==> src/rtl/aes_display_pager_if.sv <==
// Block-transfer channel from the AES core into the display pager.
// The master drives the block and its valid flag; the pager answers with ready.
interface aes_display_pager_if;
  logic [0:127] i_block;
  logic         i_block_valid;
  logic         o_block_ready;

  modport master (output i_block, output i_block_valid, input o_block_ready);
  modport slave  (input i_block, input i_block_valid, output o_block_ready);
endinterface

==> src/rtl/aes_display_pager.sv <==
// Holds one 128-bit AES result and shows it 16 bits at a time on a display,
// stepping pages on request or on a dwell timer, with a refresh strobe per change.
module aes_display_pager #(
  parameter logic [31:0] DWELL_CYCLES = 32'd100_000_000
) (
  input  logic                 clk,
  input  logic                 clr,
  aes_display_pager_if.slave   blk_if,
  input  logic                 i_next,
  input  logic                 i_auto_en,
  output logic [0:15]          o_data,
  output logic                 o_refresh,
  output logic [2:0]           o_page,
  output logic [0:31]          o_count
);

  typedef enum logic [1:0] {IDLE, LOAD, SHOW} state_e;

  state_e       state_q, state_d;
  logic [0:127] buf_q, buf_d;
  logic [2:0]   page_q, page_d;
  logic [31:0]  dwell_q, dwell_d;
  logic [0:31]  count_q, count_d;
  logic         refresh_q, refresh_d;

  logic handshake;
  logic expire;
  logic advance;

  assign blk_if.o_block_ready = (state_q != LOAD);
  assign handshake = blk_if.i_block_valid && (state_q != LOAD);
  assign expire    = i_auto_en && (dwell_q == DWELL_CYCLES - 32'd1);
  assign advance   = (state_q == SHOW) && (i_next || expire);

  always_comb begin
    state_d   = state_q;
    buf_d     = buf_q;
    page_d    = page_q;
    dwell_d   = dwell_q;
    count_d   = count_q;
    refresh_d = 1'b0;
    // A new block wins over any advance arriving in the same cycle.
    if (handshake) begin
      buf_d     = blk_if.i_block;
      page_d    = 3'd0;
      dwell_d   = 32'd0;
      count_d   = count_q + 32'd1;
      refresh_d = 1'b1;
      state_d   = LOAD;
    end else begin
      case (state_q)
        LOAD: state_d = SHOW;
        SHOW: begin
          if (advance) begin
            page_d    = page_q + 3'd1;
            dwell_d   = 32'd0;
            refresh_d = 1'b1;
          end else if (i_auto_en) begin
            dwell_d = dwell_q + 32'd1;
          end
        end
        default: ;
      endcase
    end
  end

  always_ff @(posedge clk) begin
    if (clr) begin
      state_q   <= IDLE;
      buf_q     <= '0;
      page_q    <= 3'd0;
      dwell_q   <= 32'd0;
      count_q   <= '0;
      refresh_q <= 1'b0;
    end else begin
      state_q   <= state_d;
      buf_q     <= buf_d;
      page_q    <= page_d;
      dwell_q   <= dwell_d;
      count_q   <= count_d;
      refresh_q <= refresh_d;
    end
  end

  // Refresh is registered alongside page_q so data and strobe change together.
  assign o_data    = (state_q == IDLE) ? 16'h0000 : buf_q[{page_q, 4'b0000} +: 16];
  assign o_refresh = refresh_q;
  assign o_page    = page_q;
  assign o_count   = count_q;

endmodule

==> src/flat_wrapper.sv <==
// flat-port wrapper written by rule: the top's interface ports become plain ports
module aes_display_pager_flat 
#(
  parameter logic [31:0] DWELL_CYCLES = 32'd100_000_000
)
  (clk, clr, i_next, i_auto_en, o_data, o_refresh, o_page, o_count, blk_if_i_block, blk_if_i_block_valid, blk_if_o_block_ready);
  aes_display_pager_if blk_if_i ();
  input  logic clk;
  input  logic clr;
  input  logic i_next;
  input  logic i_auto_en;
  output logic [0:15] o_data;
  output logic o_refresh;
  output logic [2:0] o_page;
  output logic [0:31] o_count;
  input wire logic [$bits(blk_if_i.i_block)-1:0] blk_if_i_block;
  input wire logic [$bits(blk_if_i.i_block_valid)-1:0] blk_if_i_block_valid;
  output wire logic [$bits(blk_if_i.o_block_ready)-1:0] blk_if_o_block_ready;
  assign blk_if_i.i_block = blk_if_i_block;
  assign blk_if_i.i_block_valid = blk_if_i_block_valid;
  assign blk_if_o_block_ready = blk_if_i.o_block_ready;
  aes_display_pager #(.DWELL_CYCLES(DWELL_CYCLES)) u_core (.clk(clk), .clr(clr), .blk_if(blk_if_i), .i_next(i_next), .i_auto_en(i_auto_en), .o_data(o_data), .o_refresh(o_refresh), .o_page(o_page), .o_count(o_count));
endmodule
==> config.mk <==
export PLATFORM = sky130hd
export DESIGN_NAME = aes_display_pager_flat
export DESIGN_NICKNAME = d
export VERILOG_FILES = /design/src/rtl/aes_display_pager_if.sv /design/src/rtl/aes_display_pager.sv /design/src/flat_wrapper.sv
export SDC_FILE = /design/constraint.sdc
export NUM_CORES = 1
export LEC_CHECK = 0
export CAP_MARGIN = 0
export CELL_PAD_IN_SITES_DETAIL_PLACEMENT = 2
export CELL_PAD_IN_SITES_GLOBAL_PLACEMENT = 2
export CORE_MARGIN = 3
export CORE_UTILIZATION = 30
export CTS_BUF_LIST = sky130_fd_sc_hd__clkbuf_2
export DETAILED_ROUTE_END_ITERATION = 10
export GPL_TIMING_DRIVEN = 0
export HOLD_SLACK_MARGIN = 0.05
export PLACE_DENSITY_LB_ADDON = 0.1
export REMOVE_ABC_BUFFERS = 1
export SYNTH_ARGS = -nofsm -noshare
export SYNTH_HDL_FRONTEND = slang
export SYNTH_SLANG_ARGS = --single-unit
==> constraint.sdc <==
create_clock -name clk -period 2.19 [get_ports clk]
set_clock_uncertainty 0.1 [all_clocks]
set_input_delay 0.438 -clock clk [delete_from_list [all_inputs] [get_ports clk]]
set_output_delay 0.438 -clock clk [all_outputs]
set_load 0.02 [all_outputs]
==> out/results.ini, run 1 <==
[synth]
synth_enable_flop_cells=0
netlist_area_mm2=0.00873
netlist.area_leader.share_pct=45.4
synth_cells=1023
ys_seq_area_share_pct=45.4
yosysUniqueCellTypes=56
synth_area_leader_cell=dfxtp_1
avgSynthCellArea_um2=8.53
yosys_warnings=0
synth-main-ff-cell=dfxtp_1
synthArstFlopShare_pct=0
synthTopCellsByArea=dfxtp_1 (45%), nand2_1 (12%), a21oi_1 (8.3%), mux4_2 (8.3%), nor2_1 (3.2%)
ys_ff_latch=198

[cells_and_area]
final_nets=1468
instances_no_fill=1729
syn2layout_area_growth_pct=48.8
fin_util_pct=46.0
drive_gt1_share_pct=16.9
stdcell_area_mm2=0.0130

[worst_hold_path]
hold_end=u_core.buf_q[126]
hold_class=in2reg
hold_depth=3
hp-start=blk_if_i_block[1]

[clock_network]
h-tree-depth=4
clk_path_buf_depth=2
clkSlewWorstSetupHoldPaths_ps=310
cts_buffers=17
root_buffer=clkbuf_2
clock_latency_ps=780
cts_tree=done
cts.sinks=198

[sta]
timing.fmax_mhz=335
finalHoldWorstSlack_ps=159
rsz0062_at_grt=yes
worst_pin_slew_ps=663
hold_violations=0
min_period_ps=2990
period_share_pct=136
fin_tns_setup_ps=-11900
worst_slack_ps=-799
relSlewSlack_pct=55.7
setup_viol=17
maxSlewViolCount=0

[critical_path]
r2r_start=u_core.state_q[1]
critPathCaptureType=primary output
cp_slowest_cell=dfxtp_4
critical_path_required_ps=1650
crit_buf_inv=2
worstPathArrival_ps=2450
rr_worst_depth=7
critical_path_class=reg2out
worstReg2RegEnd=u_core.buf_q[125]
crit_chain=buf_8, mux4_2, mux2i_1, nor2_1, buf_4
slowest_delay_ps=530
r2r_slack_ps=90
critPathLaunchType=flop
cp_max_fo=6
crit_family=multiplexers

[drt]
first_pass_iters=5
wl_met1_um=14800
wl_met3_um=1260
vias=8699
wl_met2_um=18000
ant_nets=0
avgViaCountPerCell=5.03
drc=0
topRoutingLayerUsed=met5
drt_iter0_markers=399
wl_per_cell_um=19.9
routed_wl_um=34400

[flow_run]
max_cap_violations=0

[global_routing]
grt_max_degree=112
grt_pass1_wl_um=54300
antenna_found_initial=6
first_global_vias=9649
grt_util_all_layers_pct=22.1
gr-total-overflow=0

[placement]
dp.cells=1522
place_area_mm2=0.0109
io_buffers=185
place_ws_ps=-980
gp_congestion=0.741
place_hpwl_um=18300

[floorplanning]
io_pins=186
die-area_mm2=0.0312
fp.dieW_um=177
num_rows=61
die_height_um=177
start_util_pct=30.9
core_mm2=0.0282

[status]
violations=setup timing
status=finished with violations

[power]
leakagePower_nw=4.68
vdd_drop_max_mv=0.287
p_total_mw=6.89
power.density_mw_per_mm2=531

==> layout by cell type (no fill, tap or decap), drive strengths merged, types with 3 or more instances in the layout <==
cell type / netlist / routed
a21oi: 144 / 144
a311oi: 7 / 7
a31oi: 5 / 5
a41oi: 6 / 6
and2: 6 / 8
and3: 5 / 5
and4: 8 / 8
buf: 30 / 65
clkbuf: 40 / 35
clkdlybuf4s15: 0 / 15
clkdlybuf4s50: 0 / 131
clkinv: 0 / 8
dfxtp: 198 / 198
diode: 0 / 6
dlygate4sd3: 0 / 127
ha: 3 / 3
inv: 7 / 11
mux2i: 19 / 19
mux4: 32 / 32
nand2: 286 / 286
nand3: 23 / 23
nand4: 13 / 14
nor2: 76 / 76
nor3: 26 / 26
nor4: 16 / 16
o21ai: 8 / 8
or3: 7 / 7
xnor2: 24 / 24
xor2: 9 / 9
==> cell type report <==
| type | instances | area (um2) |
|---|---|---|
| Fill cell | 3050 | 15300 |
| Multi-Input combinational cell | 751 | 4590 |
| Sequential cell | 198 | 4040 |
| Timing Repair Buffer | 357 | 3600 |
| Tap cell | 378 | 473 |
| Clock inverter | 14 | 148 |
| Clock buffer | 18 | 90.1 |
| Inverter | 7 | 26.3 |
| Antenna cell | 6 | 15.0 |
==> synthesized netlist by cell type (8+ instances only) <==
library cell / number
clkbuf_1: 40
dfxtp_1: 198
and4_1: 8
nor3_1: 23
buf_1: 8
mux2i_1: 19
xor2_1: 9
nand3_1: 21
mux4_2: 32
buf_2: 21
xnor2_1: 24
nor4_1: 8
nor2_1: 74
nand2_1: 286
nand4_1: 10
a21oi_1: 144
==> how the worst max path moves through the flow <==
| stage | startpoint | endpoint | slack (ps) | cells after the start |
|---|---|---|---|---|
| 5_1_grt | u_core.o_page[0] | o_data[6] | -980 | 5 |
| 6_report | u_core.o_page[0] | o_data[6] | -800 | 5 |
| 3_3_place_gp | clr | u_core.dwell_q[17] | -5710 | 4 |
| 3_5_place_dp | blk_if_i_block_valid | u_core.dwell_q[2] | -980 | 7 |
| 4_1_cts | u_core.o_page[0] | o_data[9] | -930 | 6 |
| 2_1_floorplan | u_core.state_q[1] | u_core.dwell_q[10] | -2030 | 5 |
==> cell families (layout without fill, tap and decap cells) <==
| family | after synthesis | after routing | share of synthesized area (%) |
|---|---|---|---|
| multiplexers | 52 | 52 | 10.6 |
| AO/OA/AOI/OAI | 179 | 179 | 11.3 |
| AND/OR/NAND/NOR | 481 | 484 | 25.4 |
| buffers and inverters | 77 | 396 | 3.66 |
| XOR/XNOR | 33 | 33 | 3.31 |
| other | 0 | 6 | 0 |
| adder cells (fa/ha/maj) | 3 | 3 | 0.430 |
| flip-flops | 198 | 198 | 45.4 |
==> registers in the layout, summed over array words and instances (netlist names) <==
name and flops:
u_core.buf_q 128, u_core.dwell_q 32, u_core.o_count 32, u_core.o_page 3, u_core.o_refresh 1, u_core.state_q 2
==> metal layers <==
| metal | global-route usage [%] | vias to the layer above |
|---|---|---|
| li1 | - | 4160 |
| met1 | 26.9 | 4364 |
| met2 | 40.3 | 147 |
| met3 | 4.39 | 26 |
| met4 | 4.39 | 2 |
| met5 | 0 | - |
==> what timing repair did <==
item | in CTS | in global routing
setup endpoints to repair | 135 | 91
setup buffers | 20 | 21
pin swaps | 4 | 7
endpoints found under the hold margin | 125 | 1
gates cloned | 8 | 0
hold buffers | 126 | 1
gates resized for setup | 189 | 89
==> tightest hold or removal path, cell delays in order <==
cell and delay [ps]:
clkdlybuf4s50_1 450, nand2_1 80, a21oi_1 60
==> power breakdown <==
part	switching [mW]	total, mW	internal, mW
registers	0.0879	3.84	3.76
logic	0.525	1.14	0.618
clock network	1.45	1.90	0.458
total	2.06	6.89	4.83
(Power assumes the default switching activity.)
==> inputs of run 2 (changes only) <==
TNS_END_PERCENT = 5   (was not set)
==> out/results.ini, run 2 (synthesized netlist as in run 1, its figures left out) <==
[global_routing]
grt_util_all_layers_pct=20.9  ; was 22.1%
gr-total-overflow=0  ; unchanged
busiest_layer=met2  ; unchanged
grt_max_degree=112  ; unchanged
grt_util_met2_pct=37.9  ; was 40.3%
met3_usage_pct=4.09  ; was 4.39%
first_global_vias=9439  ; was 9649
grt_pass1_wl_um=51900  ; was 54300 um
antenna_found_initial=5  ; was 6
met1_usage_pct=26.0  ; was 26.9%

[placement]
dp.cells=1522  ; unchanged
place_hpwl_um=18300  ; unchanged
gp_congestion=0.741  ; unchanged
io_buffers=185  ; unchanged

[clock_network]
root_buffer=clkbuf_2  ; unchanged
clkSlewWorstSetupHoldPaths_ps=310  ; about the same
cts_buffers=17  ; unchanged
cts_tree=done  ; unchanged
clock_latency_ps=770  ; was 780 ps
cts.sinks=198  ; unchanged
clk_path_buf_depth=2  ; unchanged
h-tree-depth=4  ; unchanged

[cells_and_area]
final_nets=1437  ; was 1468
top_register=u_core.buf_q  ; unchanged
layout_commonest_cell=nand2_1  ; unchanged
largest_reg_flops=128  ; unchanged
final_cell_mix=nand2_1 (285), dfxtp_1 (166), clkdlybuf4s50_1 (131)  ; was nand2_1 (285), dfxtp_1 (164), a21oi_1 (143)
instances_no_fill=1697  ; was 1729
drive_gt1_share_pct=15.1  ; was 16.9%
syn2layout_area_growth_pct=45.3  ; was 48.8%
fillers=3041  ; was 3050

[status]
violations=setup timing  ; unchanged
status=finished with violations  ; unchanged

[sta]
fin_tns_setup_ps=-18830  ; was -11900 ps
maxSlewViolCount=0  ; unchanged
worst_slack_ps=-798  ; was -799 ps
min_period_ps=2990  ; about the same
relSlewSlack_pct=31.4  ; was 55.7%
timing.fmax_mhz=335  ; about the same
rsz0062_at_grt=yes  ; unchanged
hold_violations=0  ; unchanged
finalHoldWorstSlack_ps=187  ; was 159 ps
setup_viol=66  ; was 17
period_share_pct=136  ; about the same
worst_pin_slew_ps=1030  ; was 663 ps

[critical_path]
critical_path_required_ps=1650  ; about the same
critPathCaptureType=primary output  ; unchanged
critical_path_class=reg2out  ; unchanged
cp_max_fo=6  ; unchanged
r2r_start=u_core.o_count[24]  ; was u_core.state_q[1]
crit_start=u_core.o_page[0]  ; unchanged
worstPathArrival_ps=2450  ; about the same
critPathLaunchType=flop  ; unchanged

[drt]
avgViaCountPerCell=5.02  ; was 5.03
drt_iter0_markers=406  ; was 399
first_pass_iters=4  ; was 5
ant_nets=0  ; unchanged
vias=8520  ; was 8699
drc=0  ; unchanged
routed_wl_um=32500  ; was 34400 um
wl_per_cell_um=19.2  ; was 19.9 um

[power]
power.density_mw_per_mm2=539  ; was 531 mW/mm2
vdd_drop_max_mv=0.288  ; was 0.287 mV
p_total_mw=6.83  ; was 6.89 mW
leakagePower_nw=4.47  ; was 4.68 nW

[floorplanning]
fp.dieW_um=177  ; unchanged
core_mm2=0.0282  ; unchanged
num_rows=61  ; unchanged
io_pins=186  ; unchanged
die-area_mm2=0.0312  ; unchanged
start_util_pct=30.9  ; unchanged
die_height_um=177  ; unchanged

[worst_hold_path]
hold_class=in2reg  ; unchanged
hp-start=blk_if_i_block[1]  ; unchanged

[flow_run]
max_cap_violations=0  ; unchanged

## run 2: cell types whose count changed in the layout (fill, tap and decap cells not counted), sizes merged
| cell | before | now |
|---|---|---|
| and2 | 8 | 6 |
| nand4 | 14 | 13 |
| bufbuf | 2 | 1 |
| dlygate4sd3 | 127 | 128 |
| clkbuf | 35 | 31 |
| diode | 6 | 5 |
| dlymetal6s2s | 0 | 1 |
| clkdlybuf4s15 | 15 | 17 |
| buf | 65 | 38 |
## run 2: final timing paths
path | slack (ps) | to | depth (start not counted)
worst max-delay path | -800 | o_data[12] | 5
worst min-delay path | 190 | u_core.buf_q[126] | 3
worst max register to register | -250 | u_core.o_count[12] | 5
worst min register to register | 380 | u_core.buf_q[116] | 2
## run 2: repair_timing
item,in CTS,in global routing
resized for setup,172,84
endpoints found under the setup margin,135,193
setup buffers,8,1
pin swaps,7,12
cloned,4,0
hold buffers,126,2
hold endpoints to repair,125,2
## run 2: cell type report
| type | instances | area, um2 | area share [%] |
|---|---|---|---|
| Antenna cell | 5 | 12.5 | 0.0987 |
| Clock buffer | 18 | 90.1 | 0.710 |
| Clock inverter | 14 | 148 | 1.16 |
| Inverter | 7 | 26.3 | 0.207 |
| Multi-Input combinational cell | 748 | 4550 | 35.9 |
| Sequential cell | 198 | 4040 | 31.9 |
| Tap cell | 378 | 473 | 3.73 |
| Timing Repair Buffer | 329 | 3340 | 26.3 |
## run 2: worst max-delay path, stage by stage (launching register included)
cell     delay (ps)
dfxtp_4         530
buf_12          170
mux4_2          530
mux2i_1         170
nor2_1          100
buf_4           160
## run 2: where the power goes
group | total, mW | switching, mW | internal (mW) | leakage, nW
Sequential | 3.84 | 0.0868 | 3.76 | 1.64
Clock | 1.89 | 1.44 | 0.458 | 0.146
Combinational | 1.09 | 0.504 | 0.587 | 2.69
## run 2: routing by layer
metal / vias up / wire length, um
li1: 4083 / -
met1: 4281 / 14100
met2: 133 / 16900
met3: 21 / 1170
met4: 2 / 300
met5: - / 13
## run 2: per-stage QoR
| step | cell area [um2] | worst slack [ps] | utilization (%) |
|---|---|---|---|
| 5_1_grt | 12700 | -1000 | 44.9 |
| 3_5_place_dp | 10900 | -980 | 38.7 |
| 3_3_place_gp | 10800 | -5710 | 38.1 |
| 2_1_floorplan | 8430 | -2030 | - |
| 6_report | 12700 | -798 | 44.9 |
| 4_1_cts | 12600 | -951 | 44.8 |
==> inputs of run 3 (changes only) <==
ABC_AREA = 1   (was not set)
CORE_UTILIZATION = 29   (was 30)
SLEW_MARGIN = 20   (was not set)
==> out/results.ini, run 3 <==
[status]
status=finished with violations  ; unchanged
violations=setup timing  ; unchanged

[synth]
synthArstFlopShare_pct=0  ; unchanged
synth-main-ff-cell=dfxtp_1  ; unchanged
synth_area_leader_cell=dfxtp_1  ; unchanged
synthTopCellsByArea=dfxtp_1 (40%), nor2_1 (19%), o21ai_0 (10%), nand2_1 (6.7%), inv_1 (3.1%)  ; was dfxtp_1 (45%), nand2_1 (12%), a21oi_1 (8.3%), mux4_2 (8.3%), nor2_1 (3.2%)
avgSynthCellArea_um2=6.66  ; was 8.53 um2
synth_cells=1471  ; was 1023
yosysUniqueCellTypes=39  ; was 56
yosys_warnings=0  ; unchanged
netlist.area_leader.share_pct=40.4  ; was 45.4%
synthTopCellsByCount=nor2_1 (491), o21ai_0 (200), dfxtp_1 (198)  ; was nand2_1 (286), dfxtp_1 (198), a21oi_1 (144)
synth_enable_flop_cells=0  ; unchanged
netlist_area_mm2=0.00980  ; was 0.00873 mm2
yosysMostFrequentCell=nor2_1  ; was nand2_1
ys_seq_area_share_pct=40.4  ; was 45.4%
ys_ff_latch=198  ; unchanged

[sta]
worst_pin_slew_ps=803  ; was 1030 ps
period_share_pct=136  ; about the same
timing.fmax_mhz=337  ; was 335 MHz
min_period_ps=2970  ; was 2990 ps
relSlewSlack_pct=46.5  ; was 31.4%
maxSlewViolCount=0  ; unchanged
worst_slack_ps=-781  ; was -798 ps
rsz0062_at_grt=yes  ; unchanged
setup_viol=97  ; was 66
hold_violations=0  ; unchanged

[global_routing]
grt_max_degree=122  ; was 112
antenna_found_initial=6  ; was 5
first_global_vias=12200  ; was 9439
gr-total-overflow=0  ; unchanged
grt_util_all_layers_pct=24.0  ; was 20.9%
grt_pass1_wl_um=68400  ; was 51900 um

[cells_and_area]
instances_no_fill=2206  ; was 1697
layout_commonest_cell=nor2_1  ; was nand2_1
fillers=3797  ; was 3041
multi_input_area_mm2=0.00537  ; was 0.00455 mm2
largest_reg_flops=128  ; unchanged
seq_area_mm2=0.00406  ; was 0.00404 mm2
final_nets=1882  ; was 1437
syn2layout_area_growth_pct=44.7  ; was 45.3%
final_cell_mix=nor2_1 (472), o21ai_0 (177), nand2_1 (174)  ; was nand2_1 (285), dfxtp_1 (166), clkdlybuf4s50_1 (131)
top_register=u_core.buf_q  ; unchanged
drive_gt1_share_pct=15.2  ; was 15.1%

[drt]
drc=0  ; unchanged
vias=11100  ; was 8520
drt_iter0_markers=484  ; was 406
wl_per_cell_um=19.8  ; was 19.2 um
first_pass_iters=5  ; was 4
ant_nets=0  ; unchanged
avgViaCountPerCell=5.04  ; was 5.02
routed_wl_um=43700  ; was 32500 um

[placement]
gp_congestion=0.758  ; was 0.741
dp.cells=2020  ; was 1522
io_buffers=185  ; unchanged
place_hpwl_um=24600  ; was 18300 um
place_ws_ps=-1320  ; was -980 ps

[critical_path]
slowest_delay_ps=460  ; was 530 ps
critical_path_required_ps=1650  ; about the same
critPathCaptureType=primary output  ; unchanged
worstPathArrival_ps=2430  ; was 2450 ps
crit_chain=buf_16, inv_16, buf_16, buf_4, nor2_2, o32ai_1, nor2_1, nor2_2, buf_6  ; was buf_12, mux4_2, mux2i_1, nor2_1, buf_4
critical_path_class=reg2out  ; unchanged
cp_max_fo=10  ; was 6
cp_slowest_cell=dfxtp_4  ; unchanged
critPathLaunchType=flop  ; unchanged

[clock_network]
root_buffer=clkbuf_2  ; unchanged
clkSlewWorstSetupHoldPaths_ps=280  ; was 310 ps
h-tree-depth=4  ; unchanged
clk_path_buf_depth=2  ; unchanged
cts_buffers=17  ; unchanged
cts_tree=done  ; unchanged
cts.sinks=198  ; unchanged
clock_latency_ps=850  ; was 770 ps

[flow_run]
max_cap_violations=0  ; unchanged

[floorplanning]
start_util_pct=29.7  ; was 30.9%
io_pins=186  ; unchanged
die-area_mm2=0.0360  ; was 0.0312 mm2
die_height_um=190  ; was 177 um
num_rows=66  ; was 61
fp.dieW_um=190  ; was 177 um
core_mm2=0.0329  ; was 0.0282 mm2

[power]
leakagePower_nw=5.42  ; was 4.47 nW
p_total_mw=7.74  ; was 6.83 mW
vdd_drop_max_mv=0.324  ; was 0.288 mV
power.density_mw_per_mm2=546  ; was 539 mW/mm2

[worst_hold_path]
hold_class=in2reg  ; unchanged

## run 3: cell types whose count changed after synthesis, sizes merged, moves of 24 or more
cell   delta
nand2   -100
o21ai   +200
nor2    +433
xnor2    -24
o32ai    +32
a21oi   -108
mux4     -32
inv      +80
## run 3: final cells by class
type | count | share of cell area [%]
tap | 442 | 3.90
timing repair inverter | 2 | 0.141
sequential | 198 | 28.6
timing repair buffer | 337 | 24.4
inverter | 87 | 2.65
clock inverter | 12 | 1.60
multi-input combinational | 1103 | 37.9
antenna | 6 | 0.106
clock buffer | 19 | 0.670
## run 3: power by group
part / internal [mW] / switching (mW) / leakage (nW)
clock: 0.987 / 1.39 / 0.182
sequential: 3.81 / 0.132 / 1.65
combinational: 0.672 / 0.749 / 3.58
total: 5.47 / 2.27 / 5.42
## run 3: repair_timing
action | 4_1_cts | 5_1_grt
pin swaps | 30 | 9
setup endpoints to repair | 206 | 193
cloned | 9 | 0
hold buffers | 107 | 3
setup buffers | 27 | 3
hold endpoints to repair | 126 | 3
resized for setup | 327 | 62
## run 3: worst paths after layout
| check | slack [ps] | to | from | cells after the start |
|---|---|---|---|---|
| worst min register to register | 390 | u_core.dwell_q[31] | u_core.dwell_q[31] | 2 |
| worst max register to register | -290 | u_core.dwell_q[17] | u_core.state_q[1] | 9 |
| worst max-delay path | -780 | o_data[4] | u_core.o_page[0] | 9 |
| worst min-delay path | 120 | u_core.buf_q[122] | blk_if_i_block[5] | 3 |
## run 3: through the flow
step                      hold WS (ps)  cell area, um2  utilization [%]  TNS [ps]
final                              121           14200             43.0    -15210
after global routing              50.0           14200             43.0    -38450
after CTS                         50.3           14000             42.6    -15850
after detailed placement           369           12000             36.4   -113660
after global placement             355           11800             35.9   -765260
after floorplan                    344            9430                -   -130160
## run 3: critical path: cells and delay by family (launching register included)
family                 cells  cell delay, ps
AOI/OAI and AO/OA          1             100
buffers and inverters      5             640
DFF                        1             460
and+or+nand+nor            3             390
## run 3: logic make-up after synthesis
group | after synthesis | synth area share, %
buffers and inverters | 170 | 7.16
adders and majority gates | 3 | 0.383
xor gates and xnor gates | 4 | 0.357
and+or+nand+nor | 800 | 34.4
DFF | 198 | 40.4
AOI/OAI and AO/OA | 296 | 17.3
## run 3: layer usage
| metal | vias up | global-route usage [%] | share of wire (%) |
|---|---|---|---|
| li1 | 5349 | - | - |
| met1 | 5542 | 30.0 | 45 |
| met2 | 190 | 42.6 | 50 |
| met3 | 38 | 4.37 | 3.7 |
| met4 | 0 | 5.97 | 1.5 |
| met5 | - | 0 | 0 |
